**config.mk**
```make
export PLATFORM = sky130hd
export DESIGN_NAME = scroll_display_ctrl
export DESIGN_NICKNAME = d
export VERILOG_FILES = /design/src/rtl/scroll_display_ctrl.sv
export SDC_FILE = /design/constraint.sdc
export NUM_CORES = 1
export LEC_CHECK = 0
export ABC_AREA = 1
export CAP_MARGIN = 20
export CORE_AREA = 2 2 151 153
export CTS_BUF_LIST = sky130_fd_sc_hd__clkbuf_16
export DETAILED_ROUTE_END_ITERATION = 8
export DIE_AREA = 0 0 153 155
export SLEW_MARGIN = 20
export SYNTH_ARGS = -nofsm -noshare
export SYNTH_HDL_FRONTEND = slang
export SYNTH_SLANG_ARGS = --single-unit
```
**constraint.sdc**
```tcl
create_clock -name clk -period 16.67 [get_ports clk]
set_input_delay 2.5005 -clock clk [delete_from_list [all_inputs] [get_ports clk]]
set_output_delay 2.5005 -clock clk [all_outputs]
set_load 0.02 [all_outputs]
```
**src/rtl/scroll_display_ctrl.sv**
```systemverilog
// scroll_display_ctrl
//   Single-clock controller for a 4-digit scrolling message display. It holds a
//   writable symbol buffer, derives digit-scan and scroll timing from clock
//   enables, and registers the digit code and active-low anode select.
// Ports:
//   clk, reset             system clock, asynchronous active-high reset
//   start / stop           pulses: begin scrolling / blank and return to IDLE
//   hold                   level: freeze scroll position, scanning continues
//   wr_en/wr_addr/wr_data  message buffer write port
//   len_we/len_data        message length write (values above MSG_DEPTH clamp)
//   digit_code, an         symbol and active-low anode for the enabled digit
//   running                high in RUN or PAUSE
//   wrap                   one-cycle pulse when the scroll position returns to 0
module scroll_display_ctrl #(
  parameter int REFRESH_DIV = 250000,
  parameter int SCROLL_DIV  = 100000000,
  parameter int MSG_DEPTH   = 16
) (
  input  logic                         clk,
  input  logic                         reset,
  input  logic                         start,
  input  logic                         stop,
  input  logic                         hold,
  input  logic                         wr_en,
  input  logic [$clog2(MSG_DEPTH)-1:0] wr_addr,
  input  logic [3:0]                   wr_data,
  input  logic                         len_we,
  input  logic [$clog2(MSG_DEPTH):0]   len_data,
  output logic [3:0]                   digit_code,
  output logic [3:0]                   an,
  output logic                         running,
  output logic                         wrap
);
  localparam int AW = $clog2(MSG_DEPTH);
  localparam int LW = AW + 1;
  localparam int RW = $clog2(REFRESH_DIV);
  localparam int SW = $clog2(SCROLL_DIV);
  localparam logic [RW-1:0] REF_TC  = RW'(REFRESH_DIV - 1);
  localparam logic [SW-1:0] SCR_TC  = SW'(SCROLL_DIV - 1);
  localparam logic [LW-1:0] LEN_MAX = LW'(MSG_DEPTH);

  typedef enum logic [1:0] {IDLE = 2'd0, RUN = 2'd1, PAUSE = 2'd2} state_t;

  state_t                   state_q, state_d;
  logic [MSG_DEPTH-1:0][3:0] mem_q;
  logic [LW-1:0]            len_q, len_d;
  logic [AW-1:0]            pos_q, pos_d, pos_l;
  logic [LW-1:0]            pos_inc;
  logic [1:0]               s_q, s_d, slot;
  logic [RW-1:0]            ref_q, ref_d;
  logic [SW-1:0]            scr_q, scr_d;
  logic [3:0]               an_q, an_d, code_q, code_d;
  logic                     running_q, wrap_q, wrap_d, load;

  // (p + k) mod l for p < l, k <= 3; the sum is below l + 3, so at most three
  // conditional subtractions are needed even for l = 1.
  function automatic logic [AW-1:0] mod_add(input logic [AW-1:0] p,
                                            input logic [1:0]    k,
                                            input logic [LW-1:0] l);
    logic [AW+1:0] v;
    v = {2'b00, p} + {{AW{1'b0}}, k};
    for (int i = 0; i < 3; i++)
      if (v >= {1'b0, l}) v = v - {1'b0, l};
    return v[AW-1:0];
  endfunction

  always_comb begin
    // Length write lands first; later decisions in this cycle see the new length.
    len_d = len_q;
    if (len_we) len_d = (len_data > LEN_MAX) ? LEN_MAX : len_data;
    pos_l = pos_q;
    if (len_we && ({1'b0, pos_q} >= len_d)) pos_l = '0;
    pos_inc = {1'b0, pos_l} + LW'(1);

    state_d = state_q;
    if (stop || len_d == '0) state_d = IDLE;
    else begin
      case (state_q)
        IDLE:    if (start) state_d = RUN;
        RUN:     if (hold)  state_d = PAUSE;
        PAUSE:   if (!hold) state_d = RUN;
        default: state_d = IDLE;
      endcase
    end

    ref_d  = ref_q;
    scr_d  = scr_q;
    s_d    = s_q;
    pos_d  = pos_l;
    an_d   = an_q;
    code_d = code_q;
    wrap_d = 1'b0;
    load   = 1'b0;
    slot   = s_q;

    if (state_d == IDLE) begin
      ref_d  = '0;
      scr_d  = '0;
      s_d    = '0;
      an_d   = 4'b1111;
      code_d = 4'd0;
    end else if (state_q == IDLE) begin
      // Entry: restart timing and show slot 0 right away.
      ref_d = '0;
      scr_d = '0;
      s_d   = '0;
      load  = 1'b1;
      slot  = 2'd0;
    end else begin
      if (ref_q == REF_TC) begin
        ref_d = '0;
        s_d   = s_q + 2'd1;
        load  = 1'b1;
        slot  = s_q + 2'd1;
      end else begin
        ref_d = ref_q + RW'(1);
      end
      // Scroll time only accumulates while actually running.
      if (state_q == RUN) begin
        if (scr_q == SCR_TC) begin
          scr_d  = '0;
          pos_d  = (pos_inc == len_d) ? '0 : pos_inc[AW-1:0];
          wrap_d = (pos_inc == len_d);
        end else begin
          scr_d = scr_q + SW'(1);
        end
      end
    end

    // Slot loads use the pre-step position; a step shows from the next load.
    if (load) begin
      an_d   = ~(4'b0001 << slot);
      code_d = mem_q[mod_add(pos_l, 2'd3 - slot, len_d)];
    end
  end

  always_ff @(posedge clk or posedge reset) begin
    if (reset) begin
      state_q   <= IDLE;
      len_q     <= '0;
      pos_q     <= '0;
      s_q       <= '0;
      ref_q     <= '0;
      scr_q     <= '0;
      an_q      <= 4'b1111;
      code_q    <= 4'd0;
      running_q <= 1'b0;
      wrap_q    <= 1'b0;
    end else begin
      state_q   <= state_d;
      len_q     <= len_d;
      pos_q     <= pos_d;
      s_q       <= s_d;
      ref_q     <= ref_d;
      scr_q     <= scr_d;
      an_q      <= an_d;
      code_q    <= code_d;
      running_q <= (state_d != IDLE);
      wrap_q    <= wrap_d;
    end
  end

  always_ff @(posedge clk or posedge reset) begin
    if (reset)      mem_q          <= '0;
    else if (wr_en) mem_q[wr_addr] <= wr_data;
  end

  assign digit_code = code_q;
  assign an         = an_q;
  assign running    = running_q;
  assign wrap       = wrap_q;
endmodule

```
; ---- Word-level counts from Yosys, hierarchy flattened
; Cells that the tools add are included.
[totals]
register_bits = 132
in_bits = 20
output_inout_bits = 10
elab_cells = 105
[classes]
n_addsub = 9
magnitude_cmp = 8
n_eq_ne = 5
shift = 1
n_mux = 46
bitwise = 1
n_reduce_logical = 9
[op_table]
columns = op, n
row1 = $mux 27, 4
row2 = $bwmux 64, 1
row3 = $mux 4, 14
row4 = $mux 18, 3
row5 = $add 27x1->27 const B, 1
row6 = $eq 27x27->1 const B, 1
row7 = $mux 6, 4
row8 = $add 18x1->18 const B, 1
row9 = $eq 18x18->1 const B, 1
row10 = $bmux 4 s4, 1
row11 = $demux 4 s4, 1
row12 = $mux 2, 8
row13 = $ge 6x5->1, 2
row14 = $lt 4x5->1 const B, 2
row15 = $mux 5, 2
row16 = $mux 1, 7
row17 = $pmux 2 s3, 1
row18 = $sub 5x5->6, 1
row19 = $sub 6x5->6, 1
row20 = $add 4x1->5 const B, 1
row21 = $add 4x2->5, 1
row22 = $eq 5x5->1, 1
row23 = $ge 4x5->1, 1
row24 = $ge 5x5->1, 1
row25 = other kinds (15), 18

; ---- Longest topological paths before layout
[logic_depth]
depth_word = 22
mapped_depth = 53

; ---- Worst setup path before layout
; OpenSTA, ideal clock, no wires.
[synth_path]
kind = input port to flip-flop
from = in len_we
to = reg code_q[0], in the netlist digit_code[0]
setup_time_ns = 0.117
arrival_ns = 9.367
required_time_ns = 16.553
setup_slack_ns = 7.185
stages = 47
n_path_buf = 1
path_cell_list = inv_2 -> nor2_2 -> inv_2 -> o22ai_1 -> inv_1 -> ha_1 -> a21oi_1 -> nand2_1 -> nand2_1 -> nand2_1 -> nand2_2 -> nand2_1 -> inv_1 -> ha_1 -> fa_1 -> inv_1 -> fa_1 -> o21ai_1 -> [11 not listed] -> o21ai_1 -> inv_1 -> fa_1 -> inv_1 -> a21oi_1 -> nand2_1 -> nand2_1 -> nand2_2 -> nand2_4 -> nand2_8 -> nand2_2 -> o21ai_4 -> buf_6 -> nand3_2 -> nand3_1 -> nand3_1 -> nand3_1 -> nand2_1
[synth_between]
elab_chain_cells = 20
[synth_rtl]
columns = element, line
row1 = start: declaration, 27  ; input logic len_we,
row2 = $mux 5 (*), 70  ; if (len_we) len_d = (len_data > LEN_MAX) ? LEN_MAX : len_data;
row3 = net len_d[1], 46  ; logic [LW-1:0] len_q, len_d;
row4 = $logic_not 5->1, 76  ; if (stop || len_d == '0) state_d = IDLE;
row5 = $logic_or 1x1->1, 76
row6 = $mux 2, 76
row7 = $logic_not 2->1, 96  ; if (state_d == IDLE) begin
row8 = $mux 2, 96
row9 = $sub 2x2->2, 133  ; code_d = mem_q[mod_add(pos_l, 2'd3 - slot, len_d)];
row10 = [5 not listed], -
row11 = $mux 6, 63  ; if (v >= {1'b0, l}) v = v - {1'b0, l};
row12 = $mux 6, 131  ; if (load) begin
row13 = $ge 6x5->1 / $sub 4x4->4 (equally long branches), 63
row14 = $mux 4, 63
row15 = $mux 4, 131
row16 = $bmux 4 s4, 133
row17 = $mux 4 (implied by the code), 133
row18 = $mux 4, 131
row19 = end signal: assignment, 157  ; code_q <= code_d;
row20 = end: declaration, 52  ; logic [3:0] an_q, an_d, code_q, code_d;
; The timed path passes the listed nets; every way through them passes the cells marked *. The select of a mux whose other input is x is not followed.
; A chain may end at the register's enable or synchronous reset.

; ---- Final worst setup path
[layout_path]
from = in len_we
to = reg code_q[2], in the netlist digit_code[2]
[layout_between]
elab_chain_cells = 20
[layout_rtl]
columns = element, line
row1 = $mux 5 (*), 70
row2 = net len_d[4], 46
row3 = $logic_not 5->1 (*), 76
row4 = $logic_or 1x1->1 (*), 76
row5 = $mux 2 (*), 76
row6 = net state_d[0], 44  ; state_t state_q, state_d;
row7 = $logic_not 2->1 (*), 96
row8 = $mux 2, 96
row9 = [6 not listed], -
row10 = $mux 6, 63
row11 = $mux 6, 131
row12 = $ge 6x5->1 / $sub 4x4->4 (equally long branches), 63
row13 = $mux 4, 63
row14 = $mux 4, 131
row15 = $bmux 4 s4, 133
row16 = $mux 4 (implied by the code), 133
row17 = $mux 4, 131
; Marks and branches as above.

==> flow_summary.ini <==
[finish]
fin_nets = 1042
diodes = 0
fill_cells = 2267
syn_to_final_growth_pct = 16.2
layout-drive-gt1-share_pct = 8.73
final_util_pct = 39.7

[routing]
finalWirelength_mm = 18.6
post_drt_wl_per_cell_microns = 14.4
drc = 0
first_pass_iters = 5
first_iter_violations = 480
dr_total_vias = 6450
ant_nets = 0
via_per_inst = 4.99

[yosys]
syn_area_per_cell_sq_um = 7.91
yosysSeqAreaShare_pct = 43.5
netlist_top_cells_area = dfrtp_1 (42%), nand2_1 (9.8%), nand3_1 (6.6%)
synth_area_leader_cell = dfrtp_1
ys_ff_latch = 132
synth.most_common_cell = nand2_1
yosys-top-cells-count = nand2_1 (198), dfrtp_1 (128), inv_1 (113), nand3_1 (100), nor2_1 (88)
yosysUniqueCellTypes = 50
syn_inst = 961
ys_async_sr_fraction_pct = 100
netlist_area_sq_mm = 0.00760
synth_edf_count = 0
syn-num-nets = 1007
ys.flop_type = dfrtp_1
synthDominantCellAreaShare_pct = 42.1
synth_warnings = 0

[critical_path]
cp_max_fo = 16
worstSetupPathType = input pin to flip-flop
r2r-end = digit_code[2]$_DFFE_PP0P_
crit_top_cell = nand2_1
cp.arrival_ns = 11.29
slowest_delay_ns = 0.62
end_kind = flip-flop
critPathRequiredTime_ns = 16.99
reg2regPathDepth = 43
r2r_start = len_q[4]$_DFF_PP0_
startpoint_type = input pin
ff2ff_setup_slack_ns = 8.02
cpMaxStageDelayCell = o21ai_0

[timing]
worstMarginPinSlew_ns = 0.933
fmax_mhz = 91.2
setup-violations-final = 0
report.final.slew_viol_count = 0
hold_violations = 0
slew_headroom_pct = 37.8
rsz0062_at_grt = false
fin_setup_tns_ns = 0
clock-skew-final_ns = 0.0111
min_period_over_period_pct = 65.8
finalCriticalPeriod_ns = 10.97

[worst_hold_path]
worstHoldStart = ref_q[0]$_DFF_PP0_
hold_depth = 1
min_path_type = flip-flop to flip-flop
holdPathEnd = ref_q[0]$_DFF_PP0_

[pwr]
cellPowerDensity_mw_per_mm2 = 140
vdd_drop_max_v = 0.0000859
leakagePower_nw = 3.94

[placed_design]
gp_congestion = 0.891
port_buffers = 29
place_hpwl_mm = 13.2

[die]
core-area_sq_mm = 0.0222
die_y_microns = 155
pin_count = 30
dieArea_sq_mm = 0.0237
rows = 55
initial_core_util_pct = 34.2
dieWidth_microns = 153

[clock_network]
cts_tree = yes
ctsLongestPathBuffers = 2
cts.sink_count = 132
clock-root-buffer = clkbuf_16
clk_latency_ns = 0.43
htreeDepth = 4
hold_buffers = 0
cts_buffers = 17
cts_setup_buffers = 0
cts.reportedPaths.clkPinSlew_ns = 0.06
cts_resized = 0

[grt]
grt_pass1_vias = 6282
grt-ovfl-total = 0
antenna_found_initial = 0
grt_use_total_pct = 16.4
grt_max_degree = 74
grt_pass1_wl_mm = 31.7

[run_status]
outcome = finished clean

[run]
maxCapViolCount = 0
-- worst max-delay path, delay by kind of cell --
family / cells / cell delay, ns
AND/OR/NAND/NOR: 22 / 2.86
AO/OA/AOI/OAI: 10 / 2.69
adder cells (fa/ha/maj): 5 / 1.65
buffers and inverters: 9 / 1.39
XOR/XNOR: 1 / 0.16
-- metal layers --
metal	wire (microns)	part of all wire (%)	global-route usage (%)	vias up
li1	-	-	-	3259
met1	8860	48	21.8	3052
met2	8850	48	27.3	110
met3	551	3.0	2.53	29
met4	342	1.8	6.13	0
met5	0	0	0	-
-- through the flow --
step	hold WS (ns)	cells	worst slack, ns	instance area [sq um]	power, mW
6_report	0.462	1293	5.70	8830	1.24
5_1_grt	0.490	1293	4.69	8830	1.32
4_1_cts	0.467	1293	5.71	8830	1.25
3_5_place_dp	0.459	1262	5.29	8180	0.815
3_3_place_gp	0.455	1262	5.47	8180	0.813
2_1_floorplan	0.433	961	7.19	7600	0.729
-- area by class of cell --
type / count / area [sq um] / share of cell area, %
Inverter: 118 / 453 / 5.13
Clock buffer: 17 / 425 / 4.82
Timing Repair Buffer: 33 / 320 / 3.63
Multi-Input combinational cell: 694 / 3740 / 42.3
Clock inverter: 14 / 230 / 2.61
Sequential cell: 132 / 3310 / 37.4
Tap cell: 285 / 357 / 4.04
-- worst max-delay path by stage --
stage / from / endpoint / slack [ns] / depth (start not counted)
floorplan: len_we / digit_code[0]$_DFFE_PP0P_ / 7.19 / 47
detailed placement: len_we / digit_code[2]$_DFFE_PP0P_ / 5.29 / 47
global route: len_we / digit_code[1]$_DFFE_PP0P_ / 4.69 / 48
finish: len_we / digit_code[2]$_DFFE_PP0P_ / 5.70 / 47
CTS: len_we / digit_code[2]$_DFFE_PP0P_ / 5.71 / 47
global placement: len_we / digit_code[2]$_DFFE_PP0P_ / 5.47 / 47
-- state kept, by name (all words and copies together), names as in the netlist --
name / flops
pos_q: 4
an: 4
state_q: 2
digit_code: 4
running: 1
wrap: 1
ref_q: 18
s_q: 2
len_q: 5
scr_q: 27
mem_q: 64
-- power by group --
| part | internal (mW) | total (mW) | leakage, nW | switching [mW] |
|---|---|---|---|---|
| clock network | 0.279 | 0.426 | 0.320 | 0.147 |
| logic | 0.145 | 0.425 | 1.89 | 0.281 |
| registers | 0.361 | 0.387 | 1.72 | 0.0260 |
-- cell families (layout without fill, tap and decap cells) --
group	Yosys count	after routing	share of synthesized area (%)
AND/OR/NAND/NOR	483	483	29.8
flip-flops	132	132	43.5
XOR/XNOR	27	27	3.11
AO/OA/AOI/OAI	158	158	11.6
adder cells (fa/ha/maj)	26	26	4.67
buffers and inverters	135	182	7.27
-- cells in the final DEF (no fill, tap or decap), drive strengths merged, types with 2 or more instances in the layout --
| master | instances |
|---|---|
| or2 | 5 |
| bufinv | 6 |
| nor4 | 11 |
| dfstp | 4 |
| o21ai | 87 |
| clkinv | 3 |
| clkdlybuf4s50 | 29 |
| nand4 | 12 |
| nand2 | 216 |
| dfrtp | 128 |
| ha | 22 |
| inv | 122 |
| nand3 | 113 |
| o22ai | 13 |
| xnor2 | 6 |
| clkbuf | 17 |
| fa | 4 |
| nor3 | 30 |
| buf | 4 |
| xor2 | 21 |
| nor2 | 91 |
| a21oi | 47 |
| o32ai | 2 |
Note: power is estimated with default switching activity, not from simulation.
